**config.mk**
```make
export PLATFORM = sky130hd
export DESIGN_NAME = blink_monitor
export DESIGN_NICKNAME = d
export VERILOG_FILES = /design/src/rtl/blink_pkg.sv /design/src/rtl/blink_edge_timer.sv /design/src/rtl/blink_monitor.sv
export SDC_FILE = /design/constraint.sdc
export NUM_CORES = 1
export LEC_CHECK = 0
export BUFFER_PORTS_ARGS = -buffer_cell sky130_fd_sc_hd__buf_2
export CORE_MARGIN = 1.5
export CORE_UTILIZATION = 63
export CTS_CLUSTER_SIZE = 8
export DETAILED_ROUTE_END_ITERATION = 10
export PLACE_DENSITY = 0.82
export SYNTH_ARGS = -nofsm -noshare
export SYNTH_HDL_FRONTEND = slang
export SYNTH_SLANG_ARGS = --single-unit
```
**constraint.sdc**
```tcl
create_clock -name clk -period 4.1 [get_ports clk]
set_input_delay 0.205 -clock clk [delete_from_list [all_inputs] [get_ports clk]]
set_output_delay 0.205 -clock clk [all_outputs]
set_load 0.02 [all_outputs]
```
**src/rtl/blink_pkg.sv**
```systemverilog
// Shared types and constants for the LED blinker and its receive-side monitor.
//   blink_mon_state_t : monitor FSM states
//   exp_half_per()    : expected half-period (2^cbits clocks) of the blinker
//   DEF_*             : default parameters shared with the blinker testbench
package blink_pkg;

    typedef enum logic [1:0] {
        SEARCH  = 2'd0,
        MEASURE = 2'd1,
        LOCKED  = 2'd2
    } blink_mon_state_t;

    localparam int unsigned DEF_CBITS    = 24;
    localparam int unsigned DEF_TOL      = 2;
    localparam int unsigned DEF_LOCK_CNT = 2;

    // Half-period of a blinker that toggles once per wrap of a cbits-wide counter.
    function automatic logic [63:0] exp_half_per(input int unsigned cbits);
        return 64'd1 << cbits;
    endfunction

endpackage

```
**src/rtl/blink_edge_timer.sv**
```systemverilog
// Edge detector and run-length counter for the blink line.
//   clk, rst : clock, async active-low reset
//   led      : blink line, already synchronous to clk
//   ev_c     : combinational edge event (led differs from last sampled value)
//   rc       : clocks since the last edge; reads as the half-period on an edge
module blink_edge_timer #(
    parameter int unsigned CBITS = 24
) (
    input  logic             clk,
    input  logic             rst,
    input  logic             led,
    output logic             ev_c,
    output logic [CBITS+1:0] rc
);

    localparam int unsigned W = CBITS + 2;

    logic led_q;

    assign ev_c = led ^ led_q;

    // rc restarts at 1 on an edge so its value at the next edge is the length.
    always_ff @(posedge clk or negedge rst) begin
        if (!rst) begin
            led_q <= 1'b0;
            rc    <= '0;
        end else begin
            led_q <= led;
            if (ev_c) begin
                rc <= W'(1);
            end else if (rc != '1) begin
                rc <= rc + W'(1);
            end
        end
    end

endmodule

```
**src/rtl/blink_monitor.sv**
```systemverilog
// Receive-side checker for the counter-based LED blinker.
//   clk, rst : clock, async active-low reset
//   led      : blink line from the blinker
//   edge_p   : one-cycle pulse per level change of led
//   half_per : last measured half-period in clocks (held between edges)
//   per_vld  : one-cycle pulse when half_per is updated
//   locked   : high while LOCK_CNT consecutive half-periods were in tolerance
//   err      : one-cycle pulse on an out-of-tolerance period or a lost signal
module blink_monitor
    import blink_pkg::*;
#(
    parameter int unsigned CBITS    = DEF_CBITS,
    parameter int unsigned TOL      = DEF_TOL,
    parameter int unsigned LOCK_CNT = DEF_LOCK_CNT
) (
    input  logic             clk,
    input  logic             rst,
    input  logic             led,
    output logic             edge_p,
    output logic [CBITS+1:0] half_per,
    output logic             per_vld,
    output logic             locked,
    output logic             err
);

    localparam int unsigned W  = CBITS + 2;
    localparam int unsigned GW = (LOCK_CNT < 2) ? 1 : $clog2(LOCK_CNT + 1);

    localparam logic [W-1:0] EXP = W'(exp_half_per(CBITS));
    localparam logic [W-1:0] LO  = EXP - W'(TOL);
    localparam logic [W-1:0] HI  = EXP + W'(TOL);
    localparam logic [W-1:0] TMO = HI + W'(1);

    localparam logic [GW-1:0] GMAX = GW'(LOCK_CNT);
    localparam logic [GW-1:0] GTHR = GW'(LOCK_CNT - 1);

    // Tolerance must leave a non-empty, non-wrapping good window.
    if ((64'(TOL) >= exp_half_per(CBITS)) || (LOCK_CNT == 0) || (CBITS > 60)) begin : g_param_check
        $error("blink_monitor: need TOL < 2**CBITS, LOCK_CNT >= 1, CBITS <= 60");
    end

    blink_mon_state_t state;
    logic [GW-1:0]    gc;
    logic             ev_c;
    logic [W-1:0]     rc;
    logic             good_c;
    logic             tmo_c;
    logic             reach_c;

    blink_edge_timer #(
        .CBITS (CBITS)
    ) u_timer (
        .clk  (clk),
        .rst  (rst),
        .led  (led),
        .ev_c (ev_c),
        .rc   (rc)
    );

    assign good_c  = (rc >= LO) && (rc <= HI);
    assign tmo_c   = (rc == TMO);
    assign reach_c = (gc >= GTHR);

    // State, good-count and all outputs; an edge always takes priority over timeout.
    always_ff @(posedge clk or negedge rst) begin
        if (!rst) begin
            state    <= SEARCH;
            gc       <= '0;
            edge_p   <= 1'b0;
            half_per <= '0;
            per_vld  <= 1'b0;
            locked   <= 1'b0;
            err      <= 1'b0;
        end else begin
            edge_p  <= 1'b0;
            per_vld <= 1'b0;
            err     <= 1'b0;
            case (state)
                SEARCH: begin
                    locked <= 1'b0;
                    if (ev_c) begin
                        state  <= MEASURE;
                        gc     <= '0;
                        edge_p <= 1'b1;
                    end
                end
                MEASURE, LOCKED: begin
                    if (ev_c) begin
                        edge_p   <= 1'b1;
                        per_vld  <= 1'b1;
                        half_per <= rc;
                        if (good_c) begin
                            gc <= reach_c ? GMAX : gc + GW'(1);
                            if (reach_c) begin
                                state  <= LOCKED;
                                locked <= 1'b1;
                            end
                        end else begin
                            // Bad edge becomes the new reference.
                            err    <= 1'b1;
                            gc     <= '0;
                            state  <= MEASURE;
                            locked <= 1'b0;
                        end
                    end else if (tmo_c) begin
                        err    <= 1'b1;
                        gc     <= '0;
                        state  <= SEARCH;
                        locked <= 1'b0;
                    end
                end
                default: begin
                    state  <= SEARCH;
                    gc     <= '0;
                    locked <= 1'b0;
                end
            endcase
        end
    end

endmodule

```
# == Yosys cells after proc, flatten, opt, wreduce, memory -nomap -nowiden ==
# Cells that the tools add are included.
# totals
reg_bits,61
wordCells,56
# classes
bitwise,1
n_reduce_logical,9
n_eq_ne,7
n_addsub,2
order_cmp,3
n_mux,25
# op_table
operator,n
26-bit two-way mux,2
"26-bit by 1-bit adder with 26-bit output, second input constant",1
"26-bit by 25-bit == test with 1-bit output, second input constant",1
"26-bit by 24-bit greater-or-equal comparator with 1-bit output, second input constant",1
"26-bit by 25-bit <= comparator with 1-bit output, second input constant",1
"26-bit inequality test, second input constant",1
2-bit two-way mux,9
1-bit two-way mux,12
2-bit case mux with 2 select lines,2
2-bit AND reduction,3
"4-bit inequality test, second input constant",1
"3-bit inequality test, second input constant",1
3-bit AND reduction,1
3-bit OR reduction,1
"2-bit by 1-bit adder with 2-bit output, second input constant",1
"2-bit by 1-bit == test with 1-bit output, second input constant",1
"2-bit == test, second input constant",1
"2-bit by 1-bit greater-or-equal comparator with 1-bit output, second input constant",1
2-bit zero test,1
"2-bit inequality test, second input constant",1
2-bit nonzero test,1
2-bit OR reduction,1
1-bit logical AND,1
1-bit XOR,1

# == Longest topological paths before layout ==
# depth
word_depth,5
ltp_mapped,8
mapped_depth_nobuf,7

# == Modules after synthesis ==
# A second synthesis with hierarchy kept.
# hier_totals
hier_cells,291
hier_area_um2,3156.8
# by_module_without_submodules
mod,cells_per_inst,seq_area_each_um2,instances,area_each_um2
blink_monitor,118,850.8,1,1579.0
blink_edge_timer,173,675.6,1,1577.8

# == Worst setup path before layout ==
# No wires, ideal clock.
# synth_path
path_type,flip-flop to flip-flop
from,register u_timer.rc[1]
to,register u_timer.rc[11]
path_stages_with_launch,9
synth_period_minus_slack_ns,1.994
arrival_time_ns,1.854
slack_ns,2.106
path_buffers,2
path_cell_list,dfrtp_1 -> ha_1 -> inv_1 -> or3_1 -> buf_6 -> o31ai_2 -> buf_6 -> or3_1 -> a21oi_2
# synth_via
elab_chain_len,3
word_cells_on_any_way,5
classes_between,add/sub (1); eq/ne (1); mux (2); reduce/logical (1)
# synth_lines
element,line,source
"start, declared",blink_edge_timer.sv:13,output logic [CBITS+1:0] rc
"start signal, assigned",blink_edge_timer.sv:32,rc <= rc + W'(1);
26-bit by 1-bit adder with 26-bit output,blink_edge_timer.sv:32,
26-bit two-way mux,blink_edge_timer.sv:31,end else if (rc != '1) begin
26-bit two-way mux,blink_edge_timer.sv:29,if (ev_c) begin
# Several ways; a longest one is shown, not always the timed one. The select of a mux whose other input is x is not followed.
# A chain may end at the register's enable or synchronous reset.

# == Worst setup path after layout ==
# layout_path
from,register u_timer.rc[1]
to,register u_timer.rc[15]
# The elaborated chain is that of the path after synthesis.

==> parameters.txt <==
Parameter                              Value

Route
  Final antenna-violating net count    0
  Post-route met1 wirelength    2.83 mm
  Residual DRC count    0
  Avg Vias per Cell    6.20
  Highest routed layer    met4
  Met2 Wirelength    3.06 mm
  Final routed wire length divided by cell count    17.0 um
  Length of the first detailed-routing pass in iterations    5
  Vias    2289
  Final Routed Wirelength    6.26 mm
  Iteration-0 DRC Markers    164
  Met3 wirelength from detailed routing    276 um

Timing
  Max Transition Viols Final    0
  Worst slew margin relative to its limit    0.345
  Hold WS    0.0188 ns
  Final setup viols    0
  Highest achievable clock rate    365 MHz
  Unrepaired setup endpoints after global routing    no
  Final hold violations    0
  Post-route clock period utilization    0.668
  Final setup TNS    0 ns
  Setup Skew    0.00836 ns
  Transition time at the pin with the least slew margin    0.976 ns
  Final critical path time including I/O delays and setup    2.74 ns

Synth
  Synthesized net count    285
  Synth Flop Type    dfrtp_1
  Yosys warning count    0
  Post-synth EDFFs    0
  Netlist Area Pre-Place    3030 um^2
  Cell count after synthesis    278
  #FFs+latches synth    61
  Async SR Flop Fraction    1.00
  Number of distinct library cells after synthesis    51
  Syn avg cell area    10.9 um^2
  Post-synthesis sequential area ratio    0.503

Critical path
  Required @ worst endpoint    4.30 ns
  Critical path data arrival time    2.94 ns
  Worst setup path class    reg2reg
  Biggest fanout along the worst timing path    14
  Type of element launching the critical path    register
  Worst setup EP type    register

Clocking
  Inserted Clock Buffers    9
  Number of H-tree levels    3
  Clock Path Buffers    2
  Clk slew on worst S/H paths    0.07 ns
  Number of cells upsized or downsized after cts    0
  CTS Root Cell    clkbuf_8
  Post CTS Setup Buffer Count    0
  Total clock sinks    61
  TritonCTS clock tree    done
  Total of hold buffers inserted after clock tree synthesis    0
  Insertion delay of the later-clocked pin in the worst-skew pair    0.34 ns

Cells and area
  Ant diodes    0
  Utilization after layout    0.734
  Top library cells by usage in the layout, fill and taps aside    61 x dfrtp_1, 32 x buf_2, 22 x nand2_1, 22 x mux2_2, 19 x nor2_1
  Layout cells sized above 1    0.298
  Area added between synthesis and finish    13.4%
  Commonest non-fill, non-tap cell in the layout    dfrtp_1
  Number of nets at the end of the flow    317
  Cell Count, Final, Fillers Out    369

Power
  Maximum resistive drop on vdd    0.329 mV
  Ratio of total power to cell area    441 nW/um^2
  Static Leakage    0.00157 uW
  Total power    1520 uW

Global route
  Pin count of the biggest net entering global routing    62
  Number of global-route vias before repair    2280
  Global-route wire length before repair    10.6 mm
  Initial antenna violation count    0
  Total global-route track usage    0.267
  Aggregate global routing overflow    0

Die
  Die Outline Area    5240 um^2
  Chip height    72.4 um
  Num ports    33
  Row Count    25
  Starting density of the core    0.647
  Area inside the core boundary    4690 um^2
  Width of the die    72.4 um

Placement
  Final weighted congestion in routability-driven placement    0.936
  Port Buffers    32
  Detail Placement HPWL    4.06 mm
  Placed cells    353

Outcome
  Run status    complete, no violations

Hold path
  Kind of path behind the tightest hold check    in2async

Run
  Max Cap Viol    0
kinds of logic (layout without fill, tap and decap cells):
logic type,count (synthesis),count (layout),synth area share
fa+ha+maj,4,4,0.0165
buf+inv,24,61,0.0375
simple gates,96,96,0.174
compound gates,60,60,0.155
xor+xnor,9,9,0.0260
flops,61,61,0.503
mux,24,24,0.0882
state kept, by name, indices dropped and copies added, names as in the netlist:
signal         flops
edge_p             1
err                1
gc                 2
half_per          26
locked             1
per_vld            1
state              2
u_timer.led_q      1
u_timer.rc        26
layout make-up:
class	instances	area, um^2
Tap cell	54	67.6
Sequential cell	61	1530
Clock inverter	3	67.6
Timing Repair Buffer	35	183
Clock buffer	13	159
Inverter	10	37.5
Fill cell	330	1250
Multi-Input combinational cell	193	1400
layer usage:
metal	vias up	GRT usage
met3	14	0.0472
li1	1086	-
met5	-	0
met4	0	0.147
met1	1117	0.345
met2	72	0.427
worst max-delay path, cell delays in order, from the launching register on:
cell	delay [ns]
dfrtp_1	0.45
ha_1	0.26
inv_1	0.09
or3_1	0.60
o31ai_2	0.89
or3_2	0.26
a21oi_2	0.05
synth_stat cells (all sizes together), types with 7 or more instances:
| cell | instances | area (um^2) |
|---|---|---|
| dfrtp | 61 | 1530 |
| nand3 | 9 | 57.6 |
| o31ai | 8 | 65.1 |
| or3 | 12 | 77.6 |
| xnor2 | 7 | 61.3 |
| a21oi | 19 | 121 |
| buf | 10 | 61.3 |
| inv | 10 | 37.5 |
| nor2 | 19 | 71.3 |
| mux2 | 22 | 248 |
| nand2 | 22 | 82.6 |
| o21ai | 12 | 71.3 |
stage by stage:
step | setup slack, ns | area, um^2
after CTS | 1.37 | 3440
after detailed placement | 1.42 | 3220
after global placement | 1.50 | 3220
after floorplan | 2.11 | 3030
final | 1.36 | 3440
after global routing | 1.13 | 3440
worst paths after layout:
check                              start        endpoint  slack, ns  cells after the start
setup / recovery           u_timer.rc[1]  u_timer.rc[15]       1.36                      6
hold / removal                       rst     half_per[7]       0.02                      2
setup reg to reg           u_timer.rc[1]  u_timer.rc[15]       1.36                      6
hold reg to reg             half_per[25]    half_per[25]       0.48                      2
max in group asynchronous            rst  u_timer.rc[12]       3.59                      2
min in group clk                     led   u_timer.led_q       0.04                      1
power by group:
part           leakage, uW  internal [uW]  switching (uW)
Clock             0.000110            376             227
Combinational     0.000631           91.5             160
Sequential        0.000834            637            25.1
Total              0.00157           1100             412
No activity file was read; power rests on OpenSTA's default activity.
